==> config.mk <==
export PLATFORM = sky130hd
export DESIGN_NAME = ps_pcstk_ctrl
export DESIGN_NICKNAME = d
export VERILOG_FILES = /design/src/rtl/ps_pcstk_ctrl.sv
export SDC_FILE = /design/constraint.sdc
export NUM_CORES = 1
export LEC_CHECK = 0
export CAP_MARGIN = 20
export CORE_ASPECT_RATIO = 0.75
export CORE_MARGIN = 2
export CORE_UTILIZATION = 30
export CTS_CLUSTER_DIAMETER = 120
export DETAILED_ROUTE_END_ITERATION = 7
export GPL_TIMING_DRIVEN = 0
export HOLD_SLACK_MARGIN = 0.06
export PLACE_DENSITY_LB_ADDON = 0.1
export SYNTH_ARGS = -nofsm -noshare
export SYNTH_HDL_FRONTEND = slang
export SYNTH_SLANG_ARGS = --single-unit
==> constraint.sdc <==
create_clock -name clk -period 4.6 [get_ports clk]
set_input_delay 0.69 -clock clk [delete_from_list [all_inputs] [get_ports clk]]
set_output_delay 0.69 -clock clk [all_outputs]
set_load 0.05 [all_outputs]
==> src/rtl/ps_pcstk_ctrl.sv <==
// Program-counter stack controller: push/pop/top-of-stack write with sticky overflow/underflow status.
// Optional macro PS_STK_TRAP_EN adds a one-cycle error trap pulse on every rejected push or pop.
module ps_pcstk_ctrl #(
  parameter int unsigned PC_WIDTH  = 16,
  parameter int unsigned STK_DEPTH = 8,
  parameter int unsigned LVL_W     = 4
) (
  input  logic                clk,
  input  logic                reset,
  input  logic                ps_pshstck,
  input  logic                ps_popstck,
  input  logic [PC_WIDTH-1:0] ps_pc,
  input  logic                ps_tos_wrt_en,
  input  logic [PC_WIDTH-1:0] ps_tos_wrt_data,
  input  logic                ps_stkclr,
  output logic [PC_WIDTH-1:0] ps_tos,
  output logic [LVL_W-1:0]    ps_stk_lvl,
  output logic                ps_stk_empty,
  output logic                ps_stk_full,
  output logic                ps_stk_ovf,
  output logic                ps_stk_unf,
  output logic                ps_pop_vld,
  output logic                ps_stk_trap
);

  localparam int unsigned IDX_W = (STK_DEPTH > 1) ? $clog2(STK_DEPTH) : 1;
  localparam logic [LVL_W-1:0] FULL_LVL = LVL_W'(STK_DEPTH);

  logic [PC_WIDTH-1:0] mem [STK_DEPTH];
  logic [LVL_W-1:0]    lvl;
  logic                ovf_q;
  logic                unf_q;
  logic                pop_vld_q;

  logic                empty_c;
  logic                full_c;
  logic [IDX_W-1:0]    top_idx;
  logic [IDX_W-1:0]    push_idx;

  logic                lvl_inc;
  logic                lvl_dec;
  logic                pop_ack;
  logic                ovf_evt;
  logic                unf_evt;
  logic                wr_en;
  logic [IDX_W-1:0]    wr_addr;
  logic [PC_WIDTH-1:0] wr_data;

  assign empty_c  = (lvl == '0);
  assign full_c   = (lvl == FULL_LVL);
  assign top_idx  = IDX_W'(lvl - LVL_W'(1));
  assign push_idx = IDX_W'(lvl);

  // Request arbitration: push/pop take priority over the ureg top-of-stack write
  always_comb begin
    lvl_inc = 1'b0;
    lvl_dec = 1'b0;
    pop_ack = 1'b0;
    ovf_evt = 1'b0;
    unf_evt = 1'b0;
    wr_en   = 1'b0;
    wr_addr = top_idx;
    wr_data = ps_pc;
    if (ps_pshstck && ps_popstck) begin
      wr_en = 1'b1;
      if (empty_c) begin
        lvl_inc = 1'b1;
        wr_addr = push_idx;
      end else begin
        pop_ack = 1'b1;
      end
    end else if (ps_pshstck) begin
      if (full_c) begin
        ovf_evt = 1'b1;
      end else begin
        lvl_inc = 1'b1;
        wr_en   = 1'b1;
        wr_addr = push_idx;
      end
    end else if (ps_popstck) begin
      if (empty_c) begin
        unf_evt = 1'b1;
      end else begin
        lvl_dec = 1'b1;
        pop_ack = 1'b1;
      end
    end else if (ps_tos_wrt_en && !empty_c) begin
      wr_en   = 1'b1;
      wr_data = ps_tos_wrt_data;
    end
  end

  always_ff @(posedge clk) begin
    if (reset) begin
      lvl       <= '0;
      ovf_q     <= 1'b0;
      unf_q     <= 1'b0;
      pop_vld_q <= 1'b0;
    end else begin
      if (lvl_inc) begin
        lvl <= lvl + LVL_W'(1);
      end else if (lvl_dec) begin
        lvl <= lvl - LVL_W'(1);
      end
      // Set wins over a coincident clear
      ovf_q     <= ovf_evt | (ovf_q & ~ps_stkclr);
      unf_q     <= unf_evt | (unf_q & ~ps_stkclr);
      pop_vld_q <= pop_ack;
    end
  end

  // Entry storage is not reset; only the level decides what is valid
  always_ff @(posedge clk) begin
    if (!reset && wr_en) begin
      mem[wr_addr] <= wr_data;
    end
  end

`ifdef PS_STK_TRAP_EN
  logic trap_q;

  always_ff @(posedge clk) begin
    if (reset) begin
      trap_q <= 1'b0;
    end else begin
      trap_q <= ovf_evt | unf_evt;
    end
  end

  assign ps_stk_trap = trap_q;
`else
  assign ps_stk_trap = 1'b0;
`endif

  assign ps_tos       = empty_c ? '0 : mem[top_idx];
  assign ps_stk_lvl   = lvl;
  assign ps_stk_empty = empty_c;
  assign ps_stk_full  = full_c;
  assign ps_stk_ovf   = ovf_q;
  assign ps_stk_unf   = unf_q;
  assign ps_pop_vld   = pop_vld_q;

endmodule

==> Flow_metrics.wiki <==
{| class="wikitable"
! Metric !! Value
|-
| Largest fanout on the critical path || 19
|-
| Hold_ws || 492 ps
|-
| Setup repair after global routing missed its margin || no
|-
| Top Ports || 64
|-
| Startpoint Class || flop
|-
| Period utilization || 94.0%
|-
| Wire length of the first global-routing pass || 19400 um
|-
| Root buffer selected by CTS || clkbuf_16
|-
| Most common library cell in the layout ignoring fill and taps || edfxtp_1
|-
| ANT cells || 0
|-
| Total instance count after detailed placement || 644
|-
| Hold-critical path endpoint || ps_stk_ovf
|-
| Row cnt || 43
|-
| Avg Inst Size Synth || 17.4 um^2
|-
| Cts bufs inserted || 17
|-
| Library cell occupying the most area in the post-synthesis netlist || edfxtp_1
|-
| Finished layout cell area || 7450 um^2
|-
| Power share of the clock group || 29.6%
|-
| P_leak || 2.58 nW
|-
| Post-Place Setup Slack || 169 ps
|-
| Post-layout total power || 5.30 mW
|-
| Worst Slack Setup Final || 277 ps
|-
| Synthesized netlist net count || 369
|-
| Pwr/cell area || 711 nW/um^2
|-
| Synth cell types || 45
|-
| Antenna-violating nets left || 0
|-
| Post-placement cell area || 6760 um^2
|-
| Largest net degree at the start of global routing || 20
|-
| FFs w/ async S/R, synth || 0%
|-
| R2r startpoint || ps_stk_lvl[0]
|-
| Post-DP HPWL || 8660 um
|-
| Most Frequent Cell on Critical Path || buf_2
|-
| Initial standard-cell utilization of the core || 30.7%
|-
| Part of the Yosys area used for sequential elements || 69.9%
|-
| R2R depth || 9
|-
| Gate Count Post-Synth || 328
|-
| #FFs+latches synth || 135
|-
| Total number of nets in the final design || 456
|-
| Worst skew pair latency || 410 ps
|-
| Transition at the pin with the smallest max-transition slack || 542 ps
|-
| Power dissipated by switching net loads || 1.89 mW
|-
| Hold WC Path Type || flop to flop
|-
| Fraction of final layout cells sized beyond drive strength 1 || 26.5%
|-
| Reg2reg end || mem[0][5]
|-
| # clock sinks || 135
|-
| Mean number of vias per cell || 4.61
|-
| Final-report max-slew violation count || 0
|-
| Critical path's largest stage delay || 750 ps
|-
| Result of the run || finished, final reports clean
|-
| Area growth, synth to finish || 30.9%
|-
| Routed wire length || 13000 um
|-
| Internal Pwr Total || 3.41 mW
|-
| GRT overflow || 0
|-
| Yosys warnings || 0
|-
| TritonCTS clock tree || done
|-
| Via count of the first global-routing pass || 3143
|-
| Arrival time worst endpoint || 3630 ps
|-
| Cell at the slowest stage of the critical path || clkdlybuf4s50_1
|-
| Final critical path time including I/O delays and setup || 4320 ps
|-
| Die width || 163 um
|-
| Switching fraction of total power || 35.7%
|-
| Max-slew headroom at the worst pin || 63.1%
|-
| Buffers from clock root to sink, at most || 2
|-
| Most used cells in the layout excluding fill and tap cells || edfxtp_1 (128), clkdlybuf4s50_1 (58), inv_1 (36)
|-
| DRC violations left || 0
|-
| Number of buffers inserted by post-CTS setup repair || 0
|-
| Cells along the critical path || buf_2 -> clkinv_1 -> ha_1 -> buf_4 -> buf_2 -> mux4_2 -> inv_1 -> o22ai_1 -> clkdlybuf4s50_1
|-
| Setup slack, reg-to-reg || 1320 ps
|-
| WHS Path Cells || 2
|-
| Final setup violation count || 0
|-
| Die Footprint || 20100 um^2
|-
| Global placer's final weighted congestion || 0.739
|-
| Placeable core region || 18600 um^2
|-
| Required time of the critical path || 3910 ps
|-
| GRT Overall Usage || 13.7%
|-
| M1 wire length || 6310 um
|-
| Routed via count || 3107
|-
| Final routed wire length divided by cell count || 19.3 um
|-
| Type of element capturing the critical path || output pin
|-
| PortBufs || 61
|-
| Floorplan die height || 123 um
|-
| Largest cells by area after synthesis || edfxtp_1 (67%), mux4_2 (13%), mux2_2 (3.2%)
|-
| Initial drt markers || 196
|-
| Met3 Wirelength || 441 um
|-
| Number of buffers and inverters on the critical path || 6
|-
| Share of the synthesized area in the top cell type || 67.5%
|-
| Part of the power in combinational logic || 41.7%
|-
| Total Negative Setup Slacks || 0 ps
|-
| Most common flop cell mapped by yosys || edfxtp_1
|-
| Number of synthesized flops with an enable pin || 128
|-
| Start point of the worst min-delay path || ps_stk_ovf
|-
| Final count of hold timing violations || 0
|-
| CTS clock-pin slew for the worst setup and hold paths || 60 ps
|-
| Number of max-cap violations || 0
|-
| Highest routing layer actually used || met4
|-
| Number of antenna violations at the first check in global routing || 0
|-
| Relative contribution of sequential cells to total power || 28.8%
|-
| Number of H-tree levels || 4
|-
| Post-Synthesis Cell Area || 5700 um^2
|-
| First-pass DRT Iterations || 4
|-
| Critical path class || flop to output pin
|-
| Number of standard cells in the final layout excluding fillers || 674
|-
| Worst clock skew || 7.65 ps
|-
| Max rail drop VDD || 480 uV
|-
| Total length of routed met2 wires || 6150 um
|-
| Maximum frequency from static timing analysis || 231 MHz
|-
| Largest delay contributor family on the critical path || buffers and inverters
|-
| Utilization of the core after routing || 40.2%
|}
[state kept, by name, summed over array words and instances, names as in the netlist]
name / flops
ps_stk_lvl: 4
mem: 128
ps_stk_unf: 1
ps_pop_vld: 1
ps_stk_ovf: 1
[routing by layer]
layer,vias up,track usage (%)
li1,1451,-
met1,1592,18.4
met2,55,22.0
met3,9,4.09
met4,0,3.48
met5,-,0
[cells in the mapped netlist, types with 3 or more instances]
master	instances
a21oi_1	3
a2bb2oi_1	4
a31oi_1	3
and2_1	3
buf_2	3
buf_4	8
clkbuf_1	3
dfxtp_1	7
edfxtp_1	128
ha_1	3
inv_1	36
mux2_2	16
mux4_2	32
nand2_1	4
nand2b_1	4
nor2_1	18
nor2b_1	4
nor3_1	5
o21ai_0	3
o22ai_1	16
[logic make-up after synthesis]
| logic type | after synthesis | share of synthesized area (%) |
|---|---|---|
| adder cells (fa/ha/maj) | 3 | 0.659 |
| XOR/XNOR | 2 | 0.308 |
| AND/OR/NAND/NOR | 44 | 4.00 |
| other | 1 | 0.0658 |
| multiplexers | 50 | 16.2 |
| AO/OA/AOI/OAI | 40 | 4.77 |
| flip-flops | 135 | 69.9 |
| buffers and inverters | 53 | 4.08 |
[worst register-to-register path, cell delays in order (launching register included)]
cell and delay, ps:
dfxtp_1 380, buf_2 280, clkinv_1 310, ha_1 400, buf_4 310, buf_2 310
and2_1 160, a2bb2oi_1 110, nor2_2 470, buf_8 240
[layout make-up]
class | count | area (um^2)
repair buffers | 69 | 738
inverters | 38 | 143
clock inverters | 14 | 255
flip-flops and latches | 135 | 3980
fillers | 1704 | 11100
clock buffers | 17 | 425
multi-input cells | 140 | 1510
plain buffers | 14 | 88.8
well taps | 247 | 309
[power groups by stage]
stage / clock [mW] / combinational (mW) / sequential (mW)
2_1_floorplan: 0 / 1.48 / 1.59
3_3_place_gp: 0 / 2.19 / 1.55
3_5_place_dp: 0 / 2.25 / 1.55
4_1_cts: 1.61 / 2.24 / 1.52
5_1_grt: 1.67 / 2.37 / 1.53
6_report: 1.57 / 2.21 / 1.52
[what timing repair did]
action | CTS | global route
gates resized for setup | 2 | 6
pin swaps | 0 | 0
setup endpoints to repair | 14 | 11
hold buffers | 0 | 0
[how the worst max path moves through the flow]
stage | from | to | depth (start not counted)
final | ps_stk_lvl[0] | ps_tos[14] | 9
after global routing | ps_stk_lvl[0] | ps_tos[14] | 9
after CTS | ps_stk_lvl[0] | ps_tos[8] | 8
after detailed placement | ps_stk_lvl[0] | ps_tos[8] | 8
after global placement | ps_stk_lvl[0] | ps_tos[8] | 8
after floorplan | ps_stk_lvl[0] | ps_tos[10] | 8
(Power assumes the default switching activity.)
